$ cat config.mk
export PLATFORM = sky130hd
export DESIGN_NAME = uart_tx_core_flat
export DESIGN_NICKNAME = d
export VERILOG_FILES = /design/src/rtl/uart_tx_core_if.sv /design/src/rtl/uart_tx_core.sv /design/src/flat_wrapper.sv
export SDC_FILE = /design/constraint.sdc
export NUM_CORES = 1
export LEC_CHECK = 0
export BUFFER_PORTS_ARGS = -buffer_cell sky130_fd_sc_hd__buf_4
export CELL_PAD_IN_SITES_DETAIL_PLACEMENT = 0
export CELL_PAD_IN_SITES_GLOBAL_PLACEMENT = 2
export CORE_MARGIN = 4
export CORE_UTILIZATION = 41
export DETAILED_ROUTE_END_ITERATION = 8
export GPL_ROUTABILITY_DRIVEN = 0
export GPL_TIMING_DRIVEN = 0
export PLACE_DENSITY_LB_ADDON = 0.1
export SKIP_CTS_REPAIR_TIMING = 1
export SYNTH_ARGS = -nofsm -noshare
export SYNTH_HDL_FRONTEND = slang
export SYNTH_SLANG_ARGS = --single-unit
$ cat constraint.sdc
create_clock -name CLK -period 3.5 [get_ports CLK]
set_input_delay 0.175 -clock CLK [delete_from_list [all_inputs] [get_ports CLK]]
set_output_delay 0.175 -clock CLK [all_outputs]
set_load 0.02 [all_outputs]
$ cat src/rtl/uart_tx_core_if.sv
// Transmit request/status bundle between the local controller (master) and uart_tx_core (slave).
// Carries the request, the byte to send, the completion pulse, the busy flag and the serial line.
interface uart_tx_core_if;
    logic       TX_En_Sig;
    logic [7:0] TX_Data;
    logic       TX_Done_Sig;
    logic       TX_Busy;
    logic       TX_Pin_Out;

    modport master (
        output TX_En_Sig,
        output TX_Data,
        input  TX_Done_Sig,
        input  TX_Busy,
        input  TX_Pin_Out
    );

    modport slave (
        input  TX_En_Sig,
        input  TX_Data,
        output TX_Done_Sig,
        output TX_Busy,
        output TX_Pin_Out
    );
endinterface

$ cat src/rtl/uart_tx_core.sv
// Byte-serial UART transmitter (8N1) with an integrated baud counter; every bit lasts BPS_DIV cycles.
// Define UART_TX_PARITY_EN to insert an even-parity bit between D7 and the stop bit (8E1).
module uart_tx_core #(
    parameter int unsigned BPS_DIV = 434
) (
    input  logic           CLK,
    input  logic           RSTn,
    uart_tx_core_if.slave  tx_if
);

    localparam logic [15:0] BAUD_LAST = 16'(BPS_DIV - 1);

    typedef enum logic [2:0] {
        IDLE   = 3'd0,
        START  = 3'd1,
        DATA   = 3'd2,
`ifdef UART_TX_PARITY_EN
        PARITY = 3'd3,
`endif
        STOP   = 3'd4
    } state_t;

    state_t      r_state;
    state_t      w_state_next;

    logic [15:0] r_baud_cnt;
    logic [15:0] w_baud_cnt_next;
    logic [2:0]  r_bit_idx;
    logic [2:0]  w_bit_idx_next;
    logic [7:0]  r_shift;
    logic [7:0]  w_shift_next;
    logic        r_pin;
    logic        w_pin_next;
    logic        r_busy;
    logic        w_busy_next;
    logic        r_done;
    logic        w_done_next;
    logic        w_bit_end;
`ifdef UART_TX_PARITY_EN
    // The shift register is consumed during DATA, so parity is latched with the byte.
    logic        r_parity;
    logic        w_parity_next;
`endif

    assign w_bit_end = (r_state != IDLE) && (r_baud_cnt == BAUD_LAST);

    // State and datapath registers.
    always_ff @(posedge CLK or negedge RSTn) begin
        if (!RSTn) begin
            r_state    <= IDLE;
            r_baud_cnt <= '0;
            r_bit_idx  <= '0;
            r_shift    <= '0;
            r_pin      <= 1'b1;
            r_busy     <= 1'b0;
            r_done     <= 1'b0;
`ifdef UART_TX_PARITY_EN
            r_parity   <= 1'b0;
`endif
        end else begin
            r_state    <= w_state_next;
            r_baud_cnt <= w_baud_cnt_next;
            r_bit_idx  <= w_bit_idx_next;
            r_shift    <= w_shift_next;
            r_pin      <= w_pin_next;
            r_busy     <= w_busy_next;
            r_done     <= w_done_next;
`ifdef UART_TX_PARITY_EN
            r_parity   <= w_parity_next;
`endif
        end
    end

    // Next-state logic.
    always_comb begin
        w_state_next = r_state;
        case (r_state)
            IDLE:  if (tx_if.TX_En_Sig) w_state_next = START;
            START: if (w_bit_end) w_state_next = DATA;
            DATA: begin
                if (w_bit_end && (r_bit_idx == 3'd7)) begin
`ifdef UART_TX_PARITY_EN
                    w_state_next = PARITY;
`else
                    w_state_next = STOP;
`endif
                end
            end
`ifdef UART_TX_PARITY_EN
            PARITY: if (w_bit_end) w_state_next = STOP;
`endif
            STOP:  if (w_bit_end) w_state_next = IDLE;
            default: w_state_next = IDLE;
        endcase
    end

    // Output and datapath next values; the pin only moves on accept or bit-end.
    always_comb begin
        w_baud_cnt_next = '0;
        w_bit_idx_next  = r_bit_idx;
        w_shift_next    = r_shift;
        w_pin_next      = r_pin;
        w_busy_next     = r_busy;
        w_done_next     = 1'b0;
`ifdef UART_TX_PARITY_EN
        w_parity_next   = r_parity;
`endif

        if (r_state != IDLE && !w_bit_end) begin
            w_baud_cnt_next = r_baud_cnt + 16'd1;
        end

        case (r_state)
            IDLE: begin
                w_pin_next = 1'b1;
                if (tx_if.TX_En_Sig) begin
                    w_shift_next  = tx_if.TX_Data;
                    w_pin_next    = 1'b0;
                    w_busy_next   = 1'b1;
                    w_bit_idx_next = '0;
`ifdef UART_TX_PARITY_EN
                    w_parity_next = ^tx_if.TX_Data;
`endif
                end
            end
            START: begin
                if (w_bit_end) begin
                    w_pin_next   = r_shift[0];
                    w_shift_next = {1'b0, r_shift[7:1]};
                end
            end
            DATA: begin
                if (w_bit_end) begin
                    if (r_bit_idx == 3'd7) begin
                        w_bit_idx_next = '0;
`ifdef UART_TX_PARITY_EN
                        w_pin_next     = r_parity;
`else
                        w_pin_next     = 1'b1;
`endif
                    end else begin
                        w_bit_idx_next = r_bit_idx + 3'd1;
                        w_pin_next     = r_shift[0];
                        w_shift_next   = {1'b0, r_shift[7:1]};
                    end
                end
            end
`ifdef UART_TX_PARITY_EN
            PARITY: begin
                if (w_bit_end) w_pin_next = 1'b1;
            end
`endif
            STOP: begin
                w_pin_next = 1'b1;
                if (w_bit_end) begin
                    w_busy_next = 1'b0;
                    w_done_next = 1'b1;
                end
            end
            default: begin
                w_pin_next  = 1'b1;
                w_busy_next = 1'b0;
            end
        endcase
    end

    assign tx_if.TX_Pin_Out  = r_pin;
    assign tx_if.TX_Busy     = r_busy;
    assign tx_if.TX_Done_Sig = r_done;

endmodule

$ cat src/flat_wrapper.sv
// flat-port wrapper written by rule: the top's interface ports become plain ports
module uart_tx_core_flat 
#(
    parameter int unsigned BPS_DIV = 434
)
  (CLK, RSTn, tx_if_TX_En_Sig, tx_if_TX_Data, tx_if_TX_Done_Sig, tx_if_TX_Busy, tx_if_TX_Pin_Out);
  uart_tx_core_if tx_if_i ();
  input  logic CLK;
  input  logic RSTn;
  input wire logic [$bits(tx_if_i.TX_En_Sig)-1:0] tx_if_TX_En_Sig;
  input wire logic [$bits(tx_if_i.TX_Data)-1:0] tx_if_TX_Data;
  output wire logic [$bits(tx_if_i.TX_Done_Sig)-1:0] tx_if_TX_Done_Sig;
  output wire logic [$bits(tx_if_i.TX_Busy)-1:0] tx_if_TX_Busy;
  output wire logic [$bits(tx_if_i.TX_Pin_Out)-1:0] tx_if_TX_Pin_Out;
  assign tx_if_i.TX_En_Sig = tx_if_TX_En_Sig;
  assign tx_if_i.TX_Data = tx_if_TX_Data;
  assign tx_if_TX_Done_Sig = tx_if_i.TX_Done_Sig;
  assign tx_if_TX_Busy = tx_if_i.TX_Busy;
  assign tx_if_TX_Pin_Out = tx_if_i.TX_Pin_Out;
  uart_tx_core #(.BPS_DIV(BPS_DIV)) u_core (.CLK(CLK), .RSTn(RSTn), .tx_if(tx_if_i));
endmodule
After elaboration in Yosys (flattened, before gate mapping)
Cells that the tools add are included.
{"block": "totals", "regBits": 33, "in_bits": 11, "out_inout_bits": 3}
{"block": "op_classes", "addsub": 2, "n_eq_ne": 11, "muxes": 25, "bitwise": 1, "reduce_logical": 14}
{"cell": "two-way mux 8 bit", "count": 4}
{"cell": "one-hot mux 8 bit (3 select lines)", "count": 1}
{"cell": "two-way mux 3 bit", "count": 7}
{"cell": "adder 16 x 1 -> 16 bit, second input constant", "count": 1}
{"cell": "== test 16 x 9 -> 1 bit, second input constant", "count": 1}
{"cell": "two-way mux 16 bit", "count": 1}
{"cell": "one-hot mux 3 bit (4 select lines)", "count": 1}
{"cell": "two-way mux 1 bit", "count": 8}
{"cell": "!= test 2 x 1 -> 1 bit, second input constant", "count": 4}
{"cell": "== test 3 bit, second input constant", "count": 2}
{"cell": "one-hot mux 1 bit (3 select lines)", "count": 2}
{"cell": "one-hot mux 3 bit (2 select lines)", "count": 1}
{"cell": "AND reduction 3 bit", "count": 2}
{"cell": "nonzero test 3 bit", "count": 2}
{"cell": "AND reduction 5 bit", "count": 1}
{"cell": "!= test 2 bit, second input constant", "count": 2}
{"cell": "AND reduction 4 bit", "count": 1}
{"cell": "adder 3 x 1 -> 3 bit, second input constant", "count": 1}
{"cell": "== test 3 x 1 -> 1 bit, second input constant", "count": 1}
{"cell": "== test 3 x 2 -> 1 bit, second input constant", "count": 1}
{"cell": "logical AND 1 bit", "count": 3}
{"cell": "zero test 3 bit", "count": 1}
{"cell": "AND reduction 2 bit", "count": 1}
{"cell": "nonzero test 2 bit", "count": 1}
{"cell": "other kinds (3)", "count": 3}

Longest topological paths before layout
Gate-level depths: netlist of the first run.
{"block": "depth", "word_depth": 5, "depth_mapped": 7, "ltp_nobuf": 6}

Worst setup path before layout of the first run
OpenSTA, ideal clock, no wires.
{"block": "synth_path", "kind": "register to register", "from": "register u_core.r_bit_idx[0]", "to": "register u_core.r_shift[0]", "setup_time_ns": 0.126, "arrival_time_ns": 1.742, "required_ns": 3.374, "path_slack_ns": 1.632, "path_stages_with_launch": 7, "n_path_buf": 0, "path_cell_list": "dfrtp_1 > ha_1 > ha_1 > or3b_1 > a21oi_2 > o21ai_2 > a221o_1"}
{"block": "synth_between", "elab_chain_len": 3}
{"element": "start: declaration", "line_no": "uart_tx_core.sv:28", "source": "logic [2:0] r_bit_idx;"}
{"element": "start signal: assignment", "line_no": "uart_tx_core.sv:63", "source": "r_bit_idx <= w_bit_idx_next;"}
{"element": "== test 3 bit", "line_no": "uart_tx_core.sv:134", "source": "if (r_bit_idx == 3'd7) begin"}
{"element": "!= test 2 bit (no line)"}
{"element": "AND reduction 5 bit (no line)"}
{"element": "end signal: assignment", "line_no": "uart_tx_core.sv:64", "source": "r_shift <= w_shift_next;"}
{"element": "end: declaration", "line_no": "uart_tx_core.sv:30", "source": "logic [7:0] r_shift;"}
Every way passes these cells.
A chain may end at the register's enable or synchronous reset.

Worst setup path after layout of the first run
{"block": "layout_path", "from": "register u_core.r_bit_idx[0]", "to": "register u_core.r_shift[1]"}
The elaborated chain is that of the path after synthesis.

==> out/metrics.yaml, run 1 <==
outcome:
  status: "complete, no violations"
clock_tree:
  cts_root_buffer: "clkbuf_8"
  cts_made_buffers: 5
  cts_buffer_depth: 2
  clock_sinks: 33
  clk_latency_ns: 0.28
  h-tree-depth: 2
  path_clk_slew_ns: 0.06
  cts_tree: "done"
yosys:
  synth_edf_count: 0
  synth_cell_types: 43
  synth_area_leaders: "dfrtp_1 (48%), xnor2_1 (5.8%), nor2_1 (4.7%), a221o_1 (4.2%), ha_1 (3.0%)"
  synth_fa_ha_area_share_pct: 3.00
  avgSynthCellArea_um2: 10.6
  synth_mux_area_share_pct: 0.600
  synth-main-ff-cell: "dfrtp_1"
  synth_top_family_by_area: "simple AND/OR/NAND/NOR gates"
  seq_area_frac_synth_pct: 49.6
  synth-simple-area-share_pct: 24.4
  ys_seq_elements: 33
  syn_nets: 173
  ys.warnings.count: 0
  yosys.area.top_type_share_pct: 48.0
  syn-instance-count: 158
  synth_compound_area_share_pct: 12.6
  async_reset_ff_share_pct: 100
  synth_xor_area_share_pct: 6.83
  yosysTopAreaCell: "dfrtp_1"
  netlist_area_mm2: 0.00167
setup_path:
  crit_type: "register to register"
  start_kind: "register"
  cp.arrival_ns: 2.21
  worst-path-max-fanout: 8
  rr_worst_depth: 6
  end_kind: "register"
  cp_data_required_time_ns: 3.67
floorplan:
  die-area_mm2: 0.00515
  rows: 22
  fp.dieW_um: 71.8
  ios: 14
  core_area_mm2: 0.00380
  die_h_um: 71.8
  start_util_pct: 43.9
drt:
  wire_per_inst_um: 14.5
  num_vias: 1247
  dr.pass1.iters: 4
  postRouteWirelength_um: 3310
  via_per_inst: 5.47
  ant_nets: 0
  drtIter0Drc: 74
  drc: 0
timing:
  fmax_ghz: 0.489
  max_slew_margin_pct: 49.2
  finalClockSkew_ns: 0.00318
  rsz0062_at_grt: "false"
  worst_slew_pin_slew_ns: 0.760
  slew_violations: 0
  hold_viol_final: 0
  setup_viol: 0
  period_minus_slack_ns: 2.04
  fin_crit_sh_pct: 58.4
  fin_setup_tns_ns: 0
  whs_ns: 0.115
power_and_ir_drop:
  combPwrFrac_pct: 16.3
  power_frac_clock_pct: 29.6
  ir_worst_vdd_v: 0.000268
  p_leak_nw: 0.821
  seq_power_share_pct: 54.1
  swShare_pct: 29.4
  p_per_area_mw_per_mm2: 485
  power.switching_uw: 274
  p_int_uw: 656
grt:
  antenna_found_initial: 0
  grt_pass1_vias: 1198
  grt_pass1_wl_um: 5710
  grt_max_degree: 34
  grt_overflow: 0
  grt_usage_pct: 14.2
place:
  dp_hpwl_um: 2290
  dp_cells: 219
  port_buffers: 13
final_layout:
  drive_gt1_share_pct: 16.7
  final_util_pct: 50.4
  layout.nets: 194
  final_common_cell: "dfrtp_1"
  regArea_um2: 827
  final_cell_mix: "dfrtp_1 (32), nor2_1 (21), buf_4 (14)"
  antenna_cells: 0
  fin_cells: 228
  syn_to_final_growth_pct: 14.9
  fill_cells: 356
  multiInputGateArea_um2: 791
run:
  maxCapViolCount: 0
worst_hold_path:
  min_path_cells: 2
  hp-class: "input port to register"
## cells in the mapped netlist (all sizes together) (2+ instances only)
| master | n |
|---|---|
| a21oi | 5 |
| a221o | 7 |
| and2 | 7 |
| and4 | 2 |
| buf | 3 |
| clkbuf | 2 |
| dfrtp | 32 |
| ha | 4 |
| inv | 7 |
| nand2 | 4 |
| nand2b | 2 |
| nand3 | 8 |
| nand3b | 2 |
| nand4 | 5 |
| nand4b | 2 |
| nor2 | 21 |
| nor3 | 5 |
| nor3b | 2 |
| nor4 | 6 |
| nor4b | 2 |
| o21ai | 4 |
| o31ai | 2 |
| xnor2 | 11 |
| xor2 | 2 |
## cells by family after synthesis
group	Yosys count
and+or+nand+nor	70
DFF	33
AOI/OAI and AO/OA	25
xor gates and xnor gates	13
buffers and inverters	12
adders and majority gates	4
muxes	1
## layout make-up
| type | instances | share of cell area [%] |
|---|---|---|
| clock buffer | 8 | 4.18 |
| sequential | 33 | 43.2 |
| multi-input combinational | 113 | 41.3 |
| tap | 48 | 3.14 |
| buffer | 5 | 1.24 |
| timing repair buffer | 14 | 5.62 |
| inverter | 7 | 1.37 |
## per-stage QoR
stage	power [mW]	setup WS, ns	area, um2
after floorplan	0.606	1.63	1670
after global placement	0.653	1.48	1830
after detailed placement	0.663	1.47	1830
after CTS	0.939	1.46	1910
after global routing	0.984	1.37	1920
final	0.929	1.46	1920
## sequential cells by signal, indices dropped and copies added (netlist names)
| register | flops |
|---|---|
| u_core.tx_if.TX_Pin_Out | 1 |
| u_core.r_bit_idx | 3 |
| u_core.r_state | 3 |
| u_core.r_shift | 8 |
| u_core.r_baud_cnt | 16 |
| u_core.tx_if.TX_Done_Sig | 1 |
| u_core.tx_if.TX_Busy | 1 |
## metal layers
metal  share of wire (%)  track usage [%]  up-vias  routed length [um]
met5                   0                0        -                   0
met4                0.82             4.59        0                  27
met3                 4.1             5.47        4                 136
met2                  43             19.6       20                1420
met1                  52             20.4      611                1730
li1                    -                -      612                   -
## worst max-delay path, cell delays in order (launching register included)
cell     delay (ns)
dfrtp_1        0.40
ha_1           0.20
ha_1           0.23
or3b_1         0.45
a21oi_2        0.19
o21ai_2        0.14
a221o_1        0.31
## worst paths after layout
| kind | slack, ns | start | to |
|---|---|---|---|
| hold / removal | 0.12 | tx_if_TX_Data[7] | u_core.r_shift[7]$_DFFE_PN0P_ |
| max in group asynchronous | 2.79 | RSTn | u_core.tx_if.TX_Pin_Out$_DFFE_PN1P_ |
| setup / recovery | 1.46 | u_core.r_bit_idx[0]$_DFFE_PN0P_ | u_core.r_shift[1]$_DFFE_PN0P_ |
| setup reg to reg | 1.46 | u_core.r_bit_idx[0]$_DFFE_PN0P_ | u_core.r_shift[1]$_DFFE_PN0P_ |
| hold reg to reg | 0.48 | u_core.r_bit_idx[0]$_DFFE_PN0P_ | u_core.r_bit_idx[0]$_DFFE_PN0P_ |
| min in group asynchronous | 0.37 | RSTn | u_core.r_baud_cnt[2]$_DFF_PN0_ |
## power groups by stage
stage / Clock [mW] / Sequential, mW / Combinational, mW
floorplan: 0 / 0.495 / 0.111
global placement: 0 / 0.508 / 0.145
detailed placement: 0 / 0.509 / 0.153
CTS: 0.282 / 0.504 / 0.153
global route: 0.301 / 0.514 / 0.169
finish: 0.275 / 0.503 / 0.151
Note: power is estimated with default switching activity, not from simulation.
==> inputs of run 2 (changes only) <==
--- a/config.mk
+++ b/config.mk
@@ -5,11 +5,12 @@
 export SDC_FILE = /design/constraint.sdc
 export NUM_CORES = 1
 export LEC_CHECK = 0
+export ABC_AREA = 1
 export BUFFER_PORTS_ARGS = -buffer_cell sky130_fd_sc_hd__buf_4
 export CELL_PAD_IN_SITES_DETAIL_PLACEMENT = 0
 export CELL_PAD_IN_SITES_GLOBAL_PLACEMENT = 2
 export CORE_MARGIN = 4
-export CORE_UTILIZATION = 41
+export CORE_UTILIZATION = 32
 export DETAILED_ROUTE_END_ITERATION = 8
 export GPL_ROUTABILITY_DRIVEN = 0
 export GPL_TIMING_DRIVEN = 0
==> constraint.sdc (replaced) <==
create_clock -name CLK -period 1.7 [get_ports CLK]
set_input_delay 0.085 -clock CLK [delete_from_list [all_inputs] [get_ports CLK]]
set_output_delay 0.085 -clock CLK [all_outputs]
set_load 0.02 [all_outputs]
==> run 2 against run 1 <==
  * Utilization shrank 12 points
  * Routed wire length up 22%
  * Critical path depth grew 4
  * Clock power grew 110%
  * Critical path type unchanged
  * First-iteration DRC count down 18%
  * Clock skew rose by 0.0020 ns
  * Combinational power grew to 9.4 times the previous value
==> out/metrics.yaml, run 2 <==
outcome:
  status: "complete, no violations"
setup_path:
  worst-path-max-fanout: 10
  r2r_end: "u_core.r_shift[5]$_DFFE_PN0P_"
  end_kind: "register"
  cp_data_required_time_ns: 1.87
  critPathSlowestCell: "dfrtp_1"
  r2r-start: "u_core.r_baud_cnt[1]$_DFF_PN0_"
  cp_common_cell: "nand2_4"
  r2r_setup_slack_ns: 0.10
  start_kind: "register"
  crit_type: "register to register"
  rr_worst_depth: 10
  worstPathCellList: "inv_1 > ha_2 > nand3_1 > nor2_2 > nand3_2 > nand2_4 > nand2_4 > buf_8 > nand2_2 > o21ai_2"
  cp.arrival_ns: 1.77
  max_stage_delay_ns: 0.39
final_layout:
  stdcell_area_mm2: 0.00215
  fill_cells: 588
  drive_gt1_share_pct: 23.0
  reg_top3: "u_core.r_baud_cnt x16, u_core.r_shift x8"
  top_register: "u_core.r_baud_cnt"
  final_common_cell: "nand2_1"
  layout.nets: 262
  final_cell_mix: "nand2_1 (46), dfrtp_1 (32), nor2_1 (28)"
  largest_register_ffs: 16
  antenna_cells: 0
  syn_to_final_growth_pct: 16.4
yosys:
  yosys.area.top_type_share_pct: 43.4
  netlist_area_mm2: 0.00185
  synth-main-ff-cell: "dfrtp_1"
  seq_area_frac_synth_pct: 44.8
  avgSynthCellArea_um2: 8.17
  async_reset_ff_share_pct: 100
  yosysMostFrequentCell: "nand2_1"
  ys_seq_elements: 33
  syn_nets: 241
  synth_cell_types: 31
  synth_edf_count: 0
  synthTopCellsByCount: "nand2_1 (47), dfrtp_1 (32), nor2_1 (31)"
  synth_area_leaders: "dfrtp_1 (43%), nand2_1 (9.6%), nor2_1 (6.3%), inv_1 (5.3%), o21ai_2 (4.3%)"
  ys.warnings.count: 0
  yosysTopAreaCell: "dfrtp_1"
  syn-instance-count: 226
clock_tree:
  cts_made_buffers: 5
  cts_tree: "done"
  clock_sinks: 33
  h-tree-depth: 2
  path_clk_slew_ns: 0.07
  cts_root_buffer: "clkbuf_8"
  cts_buffer_depth: 2
  clk_latency_ns: 0.28
place:
  port_buffers: 13
  dp_hpwl_um: 2920
  post_dp_cell_area_mm2: 0.00203
timing:
  finalClockSkew_ns: 0.00515
  period_minus_slack_ns: 1.60
  max_slew_margin_pct: 69.8
  fin_crit_sh_pct: 93.8
  setup_viol: 0
  slew_violations: 0
  hold_viol_final: 0
  whs_ns: 0.0745
  worst_slew_pin_slew_ns: 0.453
  fmax_ghz: 0.627
power_and_ir_drop:
  p_per_area_mw_per_mm2: 1460
  p_leak_nw: 1.01
  ir_worst_vdd_v: 0.000636
worst_hold_path:
  hp-class: "input port to register"
  whs_endpoint: "u_core.r_state[0]$_DFFE_PN0P_"
  min_path_cells: 3
  hold_path_startpoint: "tx_if_TX_En_Sig"
floorplan:
  core_area_mm2: 0.00554
  start_util_pct: 33.3
  die-area_mm2: 0.00705
  ios: 14
  fp.dieW_um: 84.0
  rows: 27
  die_h_um: 84.0
grt:
  antenna_found_initial: 0
  grt_usage_pct: 12.5
  grt_max_degree: 34
  grt_pass1_vias: 1441
  grt_overflow: 0
  grt_pass1_wl_um: 7100
drt:
  wire_per_inst_um: 12.6
  ant_nets: 0
  drtIter0Drc: 61
  via_per_inst: 4.62
  num_vias: 1479
  dr.pass1.iters: 4
  postRouteWirelength_um: 4040
  drc: 0
run:
  maxCapViolCount: 0
==> run 2: cell count changes in the layout (fill, tap and decap cells not counted), moves of 8 or more <==
cell     before  now
inv_1         7   26
xnor2_1      11    0
o21ai_2       1    9
nand2_1       4   46
==> run 2: power by group <==
| part | switching [mW] | total (mW) | internal, mW |
|---|---|---|---|
| sequential | 0.142 | 1.13 | 0.986 |
| clock | 0.298 | 0.582 | 0.284 |
| combinational | 0.876 | 1.42 | 0.546 |
| total | 1.32 | 3.13 | 1.82 |
==> run 2: final cells by class <==
| cell class | count | area, um2 | area share [%] |
|---|---|---|---|
| Multi-Input combinational cell | 162 | 907 | 42.2 |
| Sequential cell | 33 | 827 | 38.5 |
| Timing Repair Buffer | 14 | 108 | 5.01 |
| Inverter | 28 | 105 | 4.89 |
| Tap cell | 72 | 90.1 | 4.19 |
| Clock buffer | 6 | 72.6 | 3.38 |
| Buffer | 3 | 30.0 | 1.40 |
| Clock inverter | 2 | 10.0 | 0.466 |
==> run 2: worst max-delay path: cells and delay by family (launching register included) <==
family	cells	cell delay, ns
flip-flops	1	0.39
adder cells (fa/ha/maj)	1	0.19
buffers and inverters	2	0.24
AND/OR/NAND/NOR	6	0.63
AO/OA/AOI/OAI	1	0.04
==> run 2: how the worst max path moves through the flow <==
| stage | from | to | slack [ns] | cells past startpoint |
|---|---|---|---|---|
| CTS | u_core.r_baud_cnt[1]$_DFF_PN0_ | u_core.r_bit_idx[2]$_DFFE_PN0P_ | -0.03 | 9 |
| floorplan | u_core.r_bit_idx[0]$_DFFE_PN0P_ | u_core.r_shift[4]$_DFFE_PN0P_ | 0.24 | 9 |
| global placement | u_core.r_baud_cnt[1]$_DFF_PN0_ | u_core.r_bit_idx[1]$_DFFE_PN0P_ | -0.002 | 9 |
| finish | u_core.r_baud_cnt[1]$_DFF_PN0_ | u_core.r_shift[5]$_DFFE_PN0P_ | 0.10 | 10 |
| global route | u_core.r_baud_cnt[1]$_DFF_PN0_ | u_core.r_shift[4]$_DFFE_PN0P_ | -0.001 | 10 |
| detailed placement | u_core.r_baud_cnt[1]$_DFF_PN0_ | u_core.r_bit_idx[2]$_DFFE_PN0P_ | -0.008 | 9 |
==> run 2: logic make-up (layout without fill, tap and decap cells) <==
group,Yosys count,count (layout),synth area share (%)
flops,33,33,44.8
buf+inv,31,53,7.32
xor+xnor,5,5,2.37
compound gates,33,33,11.4
simple gates,120,120,31.4
fa+ha+maj,4,4,2.71
==> run 2: layer usage <==
metal / up-vias / routed length (um) / GRT usage [%] / share of wire [%]
li1: 767 / - / - / -
met1: 684 / 2160 / 18.3 / 53
met2: 21 / 1670 / 17.6 / 41
met3: 7 / 160 / 3.26 / 4.0
met4: 0 / 47 / 4.39 / 1.2
met5: - / 0 / 0 / 0
==> run 2: stage by stage <==
| stage | utilization (%) | total power [mW] | setup slack [ns] | setup TNS (ns) | cells |
|---|---|---|---|---|---|
| floorplan | - | 2.24 | 0.241 | 0 | 226 |
| global placement | 36.7 | 2.58 | -0.00204 | -0.00255 | 311 |
| detailed placement | 36.7 | 2.57 | -0.00786 | -0.00786 | 311 |
| CTS | 38.2 | 3.18 | -0.0282 | -0.0590 | 319 |
| global route | 38.8 | 3.43 | -0.00131 | -0.00210 | 320 |
| finish | 38.8 | 3.13 | 0.105 | 0 | 320 |
==> inputs of run 3 (changes only) <==
--- a/config.mk
+++ b/config.mk
@@ -6,12 +6,12 @@
 export NUM_CORES = 1
 export LEC_CHECK = 0
 export ABC_AREA = 1
-export BUFFER_PORTS_ARGS = -buffer_cell sky130_fd_sc_hd__buf_4
 export CELL_PAD_IN_SITES_DETAIL_PLACEMENT = 0
 export CELL_PAD_IN_SITES_GLOBAL_PLACEMENT = 2
 export CORE_MARGIN = 4
-export CORE_UTILIZATION = 32
+export CORE_UTILIZATION = 34
 export DETAILED_ROUTE_END_ITERATION = 8
+export DONT_BUFFER_PORTS = 1
 export GPL_ROUTABILITY_DRIVEN = 0
 export GPL_TIMING_DRIVEN = 0
 export PLACE_DENSITY_LB_ADDON = 0.1
==> run 3 against run 2 <==
  * Final cell count down 3.8%
  * Setup slack better by 0.029 ns
  * Sequential share of layout area up 1.1 points
  * Critical path depth shrank 1
  * Sequential power about the same
  * Die area is 5.3% lower
  * Critical path type unchanged
  * Critical endpoint unchanged
  * Largest cell class unchanged
  * Largest power group unchanged
==> out/metrics.yaml, run 3 (same netlist as run 2, synthesis figures left out) <==
outcome:
  status: "complete, no violations"
drt:
  drc: 0
  ant_nets: 0
  num_vias: 1465
  dr.pass1.iters: 4
  drtIter0Drc: 85
  via_per_inst: 4.76
  postRouteWirelength_um: 4000
  wire_per_inst_um: 13.0
grt:
  grt_usage_pct: 14.0
  antenna_found_initial: 0
  grt_pass1_wl_um: 7050
  grt_overflow: 0
  grt_max_degree: 34
  grt_pass1_vias: 1513
final_layout:
  syn_to_final_growth_pct: 13.1
  fill_cells: 546
  final_cell_mix: "nand2_1 (46), dfrtp_1 (32), nor2_1 (30)"
  final_util_pct: 40.4
  largest_register_ffs: 16
  multiInputGateArea_um2: 900
  regArea_um2: 827
  reg_top3: "u_core.r_baud_cnt x16, u_core.r_shift x8"
  layout.nets: 252
  top_register: "u_core.r_baud_cnt"
  fin_cells: 308
  antenna_cells: 0
  final_common_cell: "nand2_1"
  drive_gt1_share_pct: 17.2
setup_path:
  r2r-start: "u_core.r_bit_idx[0]$_DFFE_PN0P_"
  cpLargestDelayFamily: "adder cells"
  end_kind: "register"
  worstPathCellList: "ha_1 > ha_1 > inv_1 > o21ai_2 > nor2_4 > nand2_4 > buf_8 > nand2_2 > o21ai_2"
  cp_num_buf_inv: 2
  worst-path-max-fanout: 10
  start_kind: "register"
  cp_data_required_time_ns: 1.87
  critPathLaunch: "u_core.r_bit_idx[0]$_DFFE_PN0P_"
  cp.arrival_ns: 1.74
  max_stage_delay_ns: 0.39
  critPathSlowestCell: "dfrtp_1"
  crit_type: "register to register"
floorplan:
  rows: 26
  fp.dieW_um: 81.7
  ios: 14
  die_h_um: 81.7
  start_util_pct: 35.7
  die-area_mm2: 0.00667
  core_area_mm2: 0.00517
clock_tree:
  cts_buffer_depth: 2
  path_clk_slew_ns: 0.07
  clk_latency_ns: 0.28
  cts_made_buffers: 5
  h-tree-depth: 2
  clock_sinks: 33
  cts_tree: "done"
  cts_root_buffer: "clkbuf_8"
power_and_ir_drop:
  power_mw: 3.12
  ir_worst_vdd_v: 0.000896
  p_per_area_mw_per_mm2: 1490
  p_leak_nw: 0.963
timing:
  setup_viol: 0
  slew_violations: 0
  worst_slew_pin_slew_ns: 0.340
  max_slew_margin_pct: 77.2
  fin_setup_tns_ns: 0
  fin_crit_sh_pct: 92.1
  hold_viol_final: 0
  setup_slack_ns: 0.134
  fmax_ghz: 0.639
  period_minus_slack_ns: 1.57
  finalClockSkew_ns: 0.00590
run:
  maxCapViolCount: 0
place:
  dp_cells: 296
  dp_hpwl_um: 2930
  port_buffers: 0
  pre_cts_slack_ns: 0.0472
worst_hold_path:
  hp-class: "input port to register"
  hold_path_startpoint: "tx_if_TX_Data[4]"
==> run 3: changes by cell type in the layout (fill, tap and decap cells not counted), moves of 2 or more <==
cell / before / now
buf_4: 15 / 2
nor2_2: 4 / 2
nor2_1: 28 / 30
clkinv_2: 2 / 0
dlygate4sd3_1: 1 / 3
==> run 3: where the power goes <==
part / switching, mW / internal, mW / total (mW)
logic: 0.824 / 0.510 / 1.33
registers: 0.175 / 0.988 / 1.16
clock network: 0.292 / 0.331 / 0.622
==> run 3: path summary, 6_finish.rpt <==
| check | to | slack, ns | cells past startpoint |
|---|---|---|---|
| hold / removal | u_core.r_shift[4]$_DFFE_PN0P_ | 0.04 | 2 |
| min in group asynchronous | u_core.r_baud_cnt[0]$_DFF_PN0_ | 0.26 | 2 |
| max in group asynchronous | u_core.tx_if.TX_Pin_Out$_DFFE_PN1P_ | 1.18 | 2 |
| setup / recovery | u_core.r_shift[5]$_DFFE_PN0P_ | 0.13 | 9 |
| hold reg to reg | u_core.r_shift[2]$_DFFE_PN0P_ | 0.48 | 2 |
| setup reg to reg | u_core.r_shift[5]$_DFFE_PN0P_ | 0.13 | 9 |
==> run 3: stage by stage <==
step / cell area (um2) / hold WS [ns]
finish: 2090 / 0.0421
global route: 2090 / 0.0441
CTS: 2020 / -0.525
detailed placement: 1930 / -0.209
global placement: 1930 / -0.209
floorplan: 1850 / -0.211
==> run 3: routing by layer <==
metal	up-vias	global-route usage [%]	wire length [um]
met5	-	0	0
met4	0	3.99	40
met3	4	3.73	111
met2	21	24.4	2020
met1	684	16.8	1830
li1	756	-	-
==> run 3: layout make-up <==
| class | instances | area share [%] |
|---|---|---|
| multi-input cells | 162 | 43.1 |
| flip-flops and latches | 33 | 39.6 |
| inverters | 28 | 5.03 |
| plain buffers | 3 | 1.44 |
| repair buffers | 4 | 2.40 |
| well taps | 70 | 4.19 |
| clock buffers | 8 | 4.31 |
==> run 3: worst reg2reg max path: cells and delay by family, from the launching register on <==
| kind | cells | cell delay [ns] |
|---|---|---|
| adder cells (fa/ha/maj) | 2 | 0.43 |
| AND/OR/NAND/NOR | 3 | 0.27 |
| buffers and inverters | 2 | 0.25 |
| flip-flops | 1 | 0.39 |
| AO/OA/AOI/OAI | 2 | 0.12 |
